--- config.mk ---
export PLATFORM = sky130hd
export DESIGN_NAME = cu_fsm
export DESIGN_NICKNAME = d
export VERILOG_FILES = /design/src/rtl/cu_fsm_pkg.sv /design/src/rtl/cu_fsm.sv
export SDC_FILE = /design/constraint.sdc
export NUM_CORES = 1
export LEC_CHECK = 0
export ABC_AREA = 0
export CORE_ASPECT_RATIO = 1.2
export CORE_MARGIN = 5
export CORE_UTILIZATION = 45
export DETAILED_ROUTE_END_ITERATION = 16
export GPL_TIMING_DRIVEN = 1
export PLACE_DENSITY = 0.83
export SYNTH_ARGS = -nofsm -noshare
export SYNTH_HDL_FRONTEND = slang
export SYNTH_SLANG_ARGS = --single-unit
--- constraint.sdc ---
create_clock -name clk -period 4 [get_ports clk]
set_input_delay 0.6 -clock clk [delete_from_list [all_inputs] [get_ports clk]]
set_output_delay 0.6 -clock clk [all_outputs]
set_load 0.005 [all_outputs]
--- src/rtl/cu_fsm_pkg.sv ---
// cu_fsm_pkg: state encodings and opcode constants shared by the Otter control unit
package cu_fsm_pkg;

    typedef enum logic [2:0] {
        ST_INIT   = 3'd0,
        ST_FETCH  = 3'd1,
        ST_EXEC   = 3'd2,
        ST_WB     = 3'd3,
        ST_INTRPT = 3'd4,
        ST_HALT   = 3'd5
    } state_t;

    localparam logic [6:0] OPCODE_OP_REG = 7'b0110011;
    localparam logic [6:0] OPCODE_OP_IMM = 7'b0010011;
    localparam logic [6:0] OPCODE_LUI    = 7'b0110111;
    localparam logic [6:0] OPCODE_AUIPC  = 7'b0010111;
    localparam logic [6:0] OPCODE_JAL    = 7'b1101111;
    localparam logic [6:0] OPCODE_JALR   = 7'b1100111;
    localparam logic [6:0] OPCODE_BRANCH = 7'b1100011;
    localparam logic [6:0] OPCODE_LOAD   = 7'b0000011;
    localparam logic [6:0] OPCODE_STORE  = 7'b0100011;
    localparam logic [6:0] OPCODE_INTRPT = 7'b1110011;

endpackage

--- src/rtl/cu_fsm.sv ---
// cu_fsm: multi-cycle fetch/exec/writeback sequencer with interrupt entry and memory-wait watchdog
module cu_fsm
    import cu_fsm_pkg::*;
#(
    parameter int WAIT_LIMIT = 255
) (
    input  logic       clk,
    input  logic       rst,
    input  logic [6:0] opcode,
    input  logic [2:0] func,
    input  logic       intrpt,
    input  logic       mie,
    input  logic       imem_ready,
    input  logic       dmem_ready,
    output logic       pc_write,
    output logic       rfile_write,
    output logic       mem_rden1,
    output logic       mem_rden2,
    output logic       mem_we2,
    output logic       csr_write,
    output logic       intrpt_taken,
    output logic       bus_fault,
    output logic [2:0] state_dbg
);

    state_t     state, state_n, done_st;
    logic [7:0] wait_cnt;
    logic       pending, waiting, fault;
    logic       is_ld, is_st, is_sys, is_wr;
    logic       unused_func;

    assign unused_func = ^func[2:1];
    assign state_dbg   = state;

    always_comb begin
        is_ld   = opcode == OPCODE_LOAD;
        is_st   = opcode == OPCODE_STORE;
        is_sys  = opcode == OPCODE_INTRPT;
        is_wr   = opcode inside {OPCODE_OP_REG, OPCODE_OP_IMM, OPCODE_LUI,
                                 OPCODE_AUIPC, OPCODE_JAL, OPCODE_JALR};
        waiting = (state == ST_FETCH && !imem_ready)
               || (state == ST_EXEC && (is_ld || is_st) && !dmem_ready);
        // the wait that would reach the limit faults unless ready rescues it
        fault   = waiting && wait_cnt == 8'(WAIT_LIMIT - 1);
        done_st = pending ? ST_INTRPT : ST_FETCH;
        pc_write     = 1'b0;
        rfile_write  = 1'b0;
        mem_rden1    = 1'b0;
        mem_rden2    = 1'b0;
        mem_we2      = 1'b0;
        csr_write    = 1'b0;
        intrpt_taken = 1'b0;
        state_n      = state;
        case (state)
            ST_INIT: state_n = ST_FETCH;
            ST_FETCH: begin
                mem_rden1 = 1'b1;
                state_n   = fault ? ST_HALT : imem_ready ? ST_EXEC : ST_FETCH;
            end
            ST_EXEC: begin
                if (is_ld) begin
                    mem_rden2 = 1'b1;
                    state_n   = fault ? ST_HALT : dmem_ready ? ST_WB : ST_EXEC;
                end else if (is_st) begin
                    mem_we2  = 1'b1;
                    pc_write = dmem_ready;
                    state_n  = fault ? ST_HALT : dmem_ready ? done_st : ST_EXEC;
                end else begin
                    pc_write    = 1'b1;
                    rfile_write = is_wr || (is_sys && func[0]);
                    csr_write   = is_sys && func[0];
                    // mret defers any pending trap to the next boundary
                    state_n     = (is_sys && !func[0]) ? ST_FETCH : done_st;
                end
            end
            ST_WB: begin
                rfile_write = 1'b1;
                pc_write    = 1'b1;
                state_n     = done_st;
            end
            ST_INTRPT: begin
                intrpt_taken = 1'b1;
                pc_write     = 1'b1;
                state_n      = ST_FETCH;
            end
            default: state_n = state;
        endcase
    end

    always_ff @(posedge clk) begin
        if (rst) begin
            state     <= ST_INIT;
            wait_cnt  <= 8'd0;
            pending   <= 1'b0;
            bus_fault <= 1'b0;
        end else begin
            state     <= state_n;
            wait_cnt  <= (state_n != state) ? 8'd0 : waiting ? wait_cnt + 8'd1 : wait_cnt;
            pending   <= (pending & (state != ST_INTRPT)) | (intrpt & mie);
            bus_fault <= bus_fault | fault;
        end
    end

endmodule

Word level (Yosys, flattened, before mapping)
Index checks and enable logic that the tools add are counted.
- reduce and logical (&&, ||, !) cells: 17
- equality and inequality tests: 16
- mux-type cells: 27
- bitwise operators: 4
- $add $sub $neg: 1
- operator list (kind ; number):
    $mux W3 ; 8
    $eq A7 B6 Y1 const B ; 3
    $eq A7 B7 Y1 const B ; 3
    $mux W1 ; 15
    $eq A7 B5 Y1 const B ; 2
    $pmux W3 S4 ; 1
    $add A8 B1 Y8 const B ; 1
    $eq A8 B8 Y1 const B ; 1
    $eq A7 B2 Y1 const B ; 1
    $eq A3 B2 Y1 const B ; 2
    $logic_and A1 B1 Y1 ; 6
    $reduce_bool A6 Y1 ; 1
    $reduce_or A2 Y1 ; 3
    $pmux W1 S2 ; 2
    $eq A3 B1 Y1 const B ; 1
    $eq A3 B3 Y1 const B ; 1
    $logic_not A1 Y1 ; 3
    $logic_not A3 Y1 ; 1
    $logic_or A1 B1 Y1 ; 3
    $ne A3 B3 Y1 ; 1
    $ne A3 B3 Y1 const B ; 1
    $and A1 B1 Y1 ; 2
    $mux W2 ; 1
    $or A1 B1 Y1 ; 2
- word-level logic and storage cells: 69
- input bits: 16
- register bits after elaboration: 13
- output and inout bits: 11

Depth between registers and ports, before layout
- word-level depth: 12
- gate-level depth with buffers: 7
- mapped depth without buffers: 7

Worst setup path after synthesis
No wires, ideal clock.
- kind: input to output
- start point: input port opcode[3]
- end point: output port mem_rden2
- required time: 3.400 ns
- buffers on the path: 0
- arrival: 1.428 ns
- path slack: 1.972 ns
- stages: 3
- cells stage by stage: nand4bb_1 -> or3_1 -> nor2_1
- longest elaborated chain between the ends: 3
- ends and longest elaborated chain (what ; RTL line ; RTL):
    from (decl) ; cu_fsm.sv:9 ; input logic [6:0] opcode,
    $eq A7 B2 Y1 ; cu_fsm.sv:36 ; is_ld = opcode == OPCODE_LOAD;
    $mux W1 ; cu_fsm.sv:61 ; if (is_ld) begin
    $mux W1 ; cu_fsm.sv:54 ; case (state)
    to (decl) ; cu_fsm.sv:18 ; output logic mem_rden2,
No other way between the ends.

Worst setup path in the final report
Ends and elaborated chain as after synthesis.

==> summary.md <==
| Metric | Value |
|---|---|
| Status | `finished clean` |
| Num rows | `17` |
| DP Area | `1109 sq um` |
| Remaining global-route overflow | `0` |
| Net Switching | `0.07292 mW` |
| Post-cts sizing count | `0` |
| Clock Power Share | `30.5%` |
| Most used DFF post-synth | `dfxtp_1` |
| Worst Hold Class | `reg -> reg` |
| Register area share after synthesis | `30.28%` |
| Share of post-route cells with drive strength above 1 | `12.40%` |
| Routed Antenna Nets | `0` |
| Met2 usage | `26.73%` |
| Root buf cell | `clkbuf_4` |
| Startpoint types | `primary input` |
| Synth warn | `0` |
| Met1 Usage GRT | `16.98%` |
| Gr usage total | `14.93%` |
| Switching Share | `26.69%` |
| Mean Syn Cell Area | `8.345 sq um` |
| Post-Syn Area | `859.6 sq um` |
| Worst-path clk slew | `0.09 ns` |
| IO Pins | `27` |
| Final nets | `148` |
| Clk sink count | `13` |
| Worst-Margin Slew | `0.4399 ns` |
| Final hold vios | `0` |
| Slew margin rel. | `70.46%` |
| Comb power frac | `19.2%` |
| Async SR Flop Fraction | `0%` |
| Post-synthesis net count | `121` |
| FF-to-FF End | `wait_cnt[2]$_SDFFE_PP0P_` |
| Hold Path Cell Cnt | `2` |
| WS Path Type | `in -> out` |
| First-pass GRT wire length | `3519 um` |
| Core region area | `1829 sq um` |
| Period Utilization, post-route | `76.63%` |
| Hold-fix buffers at CTS | `0` |
| Reg2reg start | `state_dbg[1]$_SDFF_PP0_` |
| Drt first pass iters | `4` |
| Worst hold endpoint | `bus_fault$_SDFF_PP0_` |
| Crit path capture type | `primary output` |
| Htree depth | `1` |
| R2R Setup Slk | `2.14 ns` |
| Final slew viol count | `0` |
| Yosys reg bits | `13` |
| R2R depth | `5` |
| Die footprint | `2888 sq um` |
| Largest net degree at the start of global routing | `12` |
| Clock buffer depth | `2` |
| Int Pwr | `0.2003 mW` |
| Clock Skews | `0.01098 ns` |
| CTS tree | `done` |
| WP data required | `3.40 ns` |
| FMAX | `0.3262 GHz` |
| Yosys cell types | `38` |
| Antenna cells | `0` |
| Min-delay src | `bus_fault$_SDFF_PP0_` |
| Initial Util | `46.99%` |
| Maximum VDD drop | `249.8 uV` |
| TNS Setup | `0 ns` |
| Die X | `49.90 um` |
| Routed Wire Length | `1997 um` |
| Total power | `0.2732 mW` |
| Port-buffer cells | `24` |
| Max_cap viols | `0` |
| Leakage | `0.3888 nW` |
| DRC Markers | `0` |
| Post-CTS Setup Repair Bufs | `0` |
| Crit path arrival time | `2.47 ns` |
| Via count | `854` |
| Syn-to-layout area delta | `32.02%` |
| Share of total power in sequential cells | `50.3%` |
| Initial antenna violation count | `0` |
| Mapped Cells | `103` |
| WL/cell | `13.49 um` |
| Post-synth EDFFs | `0` |
| Clk_lat worst skew | `0.29 ns` |
| Global-route layer with the greatest usage | `met2` |
| RSZ-0062 raised after global routing | `false` |
| Cts bufs inserted | `3` |
| Vias in the first global route | `810` |
| First DRT Iteration DRCs | `11` |
| PwrDens | `240.7 nW/um^2` |
| Gpl congestion | `0.8424` |
| Final Cell Area | `1135 sq um` |
| Vias per cell | `5.770` |
| Crit path max fanout | `4` |
| Die Ht | `57.88 um` |
| Endpoints failing setup | `0` |
| Final min period | `3.065 ns` |
| Final HPWL DP | `1569 um` |
| Met3 Resource Use GR | `4.370%` |
==> state kept, by name, indices dropped and copies added (netlist names) <==
| signal | count |
|---|---|
| bus_fault | 1 |
| state_dbg | 3 |
| wait_cnt | 8 |
| pending | 1 |
==> stage by stage <==
stage	hold WS (ns)	utilization (%)	instances	setup WS, ns
final	0.4465	62.04	148	0.9348
after global routing	0.4878	62.04	148	0.8241
after CTS	0.4500	62.04	148	0.9229
after detailed placement	0.4371	60.60	144	0.9215
after global placement	0.4387	60.60	144	0.9606
after floorplan	0.4360	-	103	1.972
==> critical path, cell delays in order <==
cell and delay, ns:
clkdlybuf4s50_1 0.44, nand4bb_1 0.32, or3_1 0.48, nor2_1 0.10, clkdlybuf4s50_1 0.52
==> final cells by class <==
class	instances	area, sq um
Tap cell	19	23.77
Clock buffer	4	26.28
Multi-Input combinational cell	84	569.3
Sequential cell	13	260.3
Timing Repair Buffer	24	240.2
Fill cell	175	694.4
Inverter	4	15.01
==> metal layers <==
metal / vias to the layer above / part of all wire, %
met5: - / 0
met4: 0 / 0.95
met3: 4 / 4.8
met2: 20 / 53
met1: 397 / 42
li1: 433 / -
==> cells in the mapped netlist (2+ instances only) <==
master     number  area [sq um]
nor3b_1         2         15.01
and3_1          3         18.77
or2_2           2         12.51
nand3_1         4         20.02
inv_1           4         15.01
o2111ai_1       4         35.03
nor2_2          5         31.28
xor2_1          6         52.55
o211ai_1        2         15.01
a21oi_1         8         40.04
nor2_1         12         45.04
dfxtp_1        13         260.3
a31oi_1         3         18.77
buf_4           2         15.01
ha_1            2         25.02
nand2_1         5         18.77
o21ai_0         5         25.02
==> layout by cell type (no fill, tap or decap), drive strengths merged <==
| cell | instances |
|---|---|
| clkdlybuf4s50 | 24 |
| nor2 | 17 |
| dfxtp | 13 |
| a21oi | 8 |
| xor2 | 6 |
| o21ai | 6 |
| nand2 | 5 |
| nand3 | 5 |
| inv | 4 |
| o2111ai | 4 |
| clkbuf | 4 |
| a31oi | 3 |
| and3 | 3 |
| or2 | 3 |
| nor3b | 2 |
| o211ai | 2 |
| ha | 2 |
| nor4 | 2 |
| nand4bb | 1 |
| or2b | 1 |
| and4bb | 1 |
| or3b | 1 |
| or3 | 1 |
| nand4b | 1 |
| nand4 | 1 |
| o2bb2ai | 1 |
| nand2b | 1 |
| nor2b | 1 |
| and2b | 1 |
| a211oi | 1 |
| xnor2 | 1 |
| a222oi | 1 |
| a22o | 1 |
| a2bb2oi | 1 |
==> worst max path at each step <==
stage | depth (start not counted) | to | slack, ns | from
global route | 5 | mem_we2 | 0.82 | opcode[2]
finish | 5 | mem_rden2 | 0.93 | opcode[3]
floorplan | 3 | mem_rden2 | 1.97 | opcode[3]
CTS | 5 | mem_rden2 | 0.92 | opcode[3]
global placement | 5 | mem_rden2 | 0.96 | opcode[4]
detailed placement | 5 | mem_rden2 | 0.92 | opcode[3]
==> power groups by stage <==
| stage | Clock (mW) | Sequential, mW | Combinational [mW] |
|---|---|---|---|
| CTS | 0.0844 | 0.137 | 0.0526 |
| global route | 0.0926 | 0.138 | 0.0567 |
| finish | 0.0833 | 0.137 | 0.0524 |
| detailed placement | 0 | 0.140 | 0.0521 |
| global placement | 0 | 0.140 | 0.0512 |
| floorplan | 0 | 0.137 | 0.0284 |
==> kinds of logic (layout without fill, tap and decap cells) <==
kind of cell / Yosys count / in the layout / synth area share (%)
flops: 13 / 13 / 30.28
fa+ha+maj: 2 / 2 / 2.911
xor+xnor: 7 / 7 / 7.133
buf+inv: 6 / 32 / 3.492
simple gates: 47 / 47 / 33.92
compound gates: 28 / 28 / 22.27
Note: power is estimated with default switching activity, not from simulation.
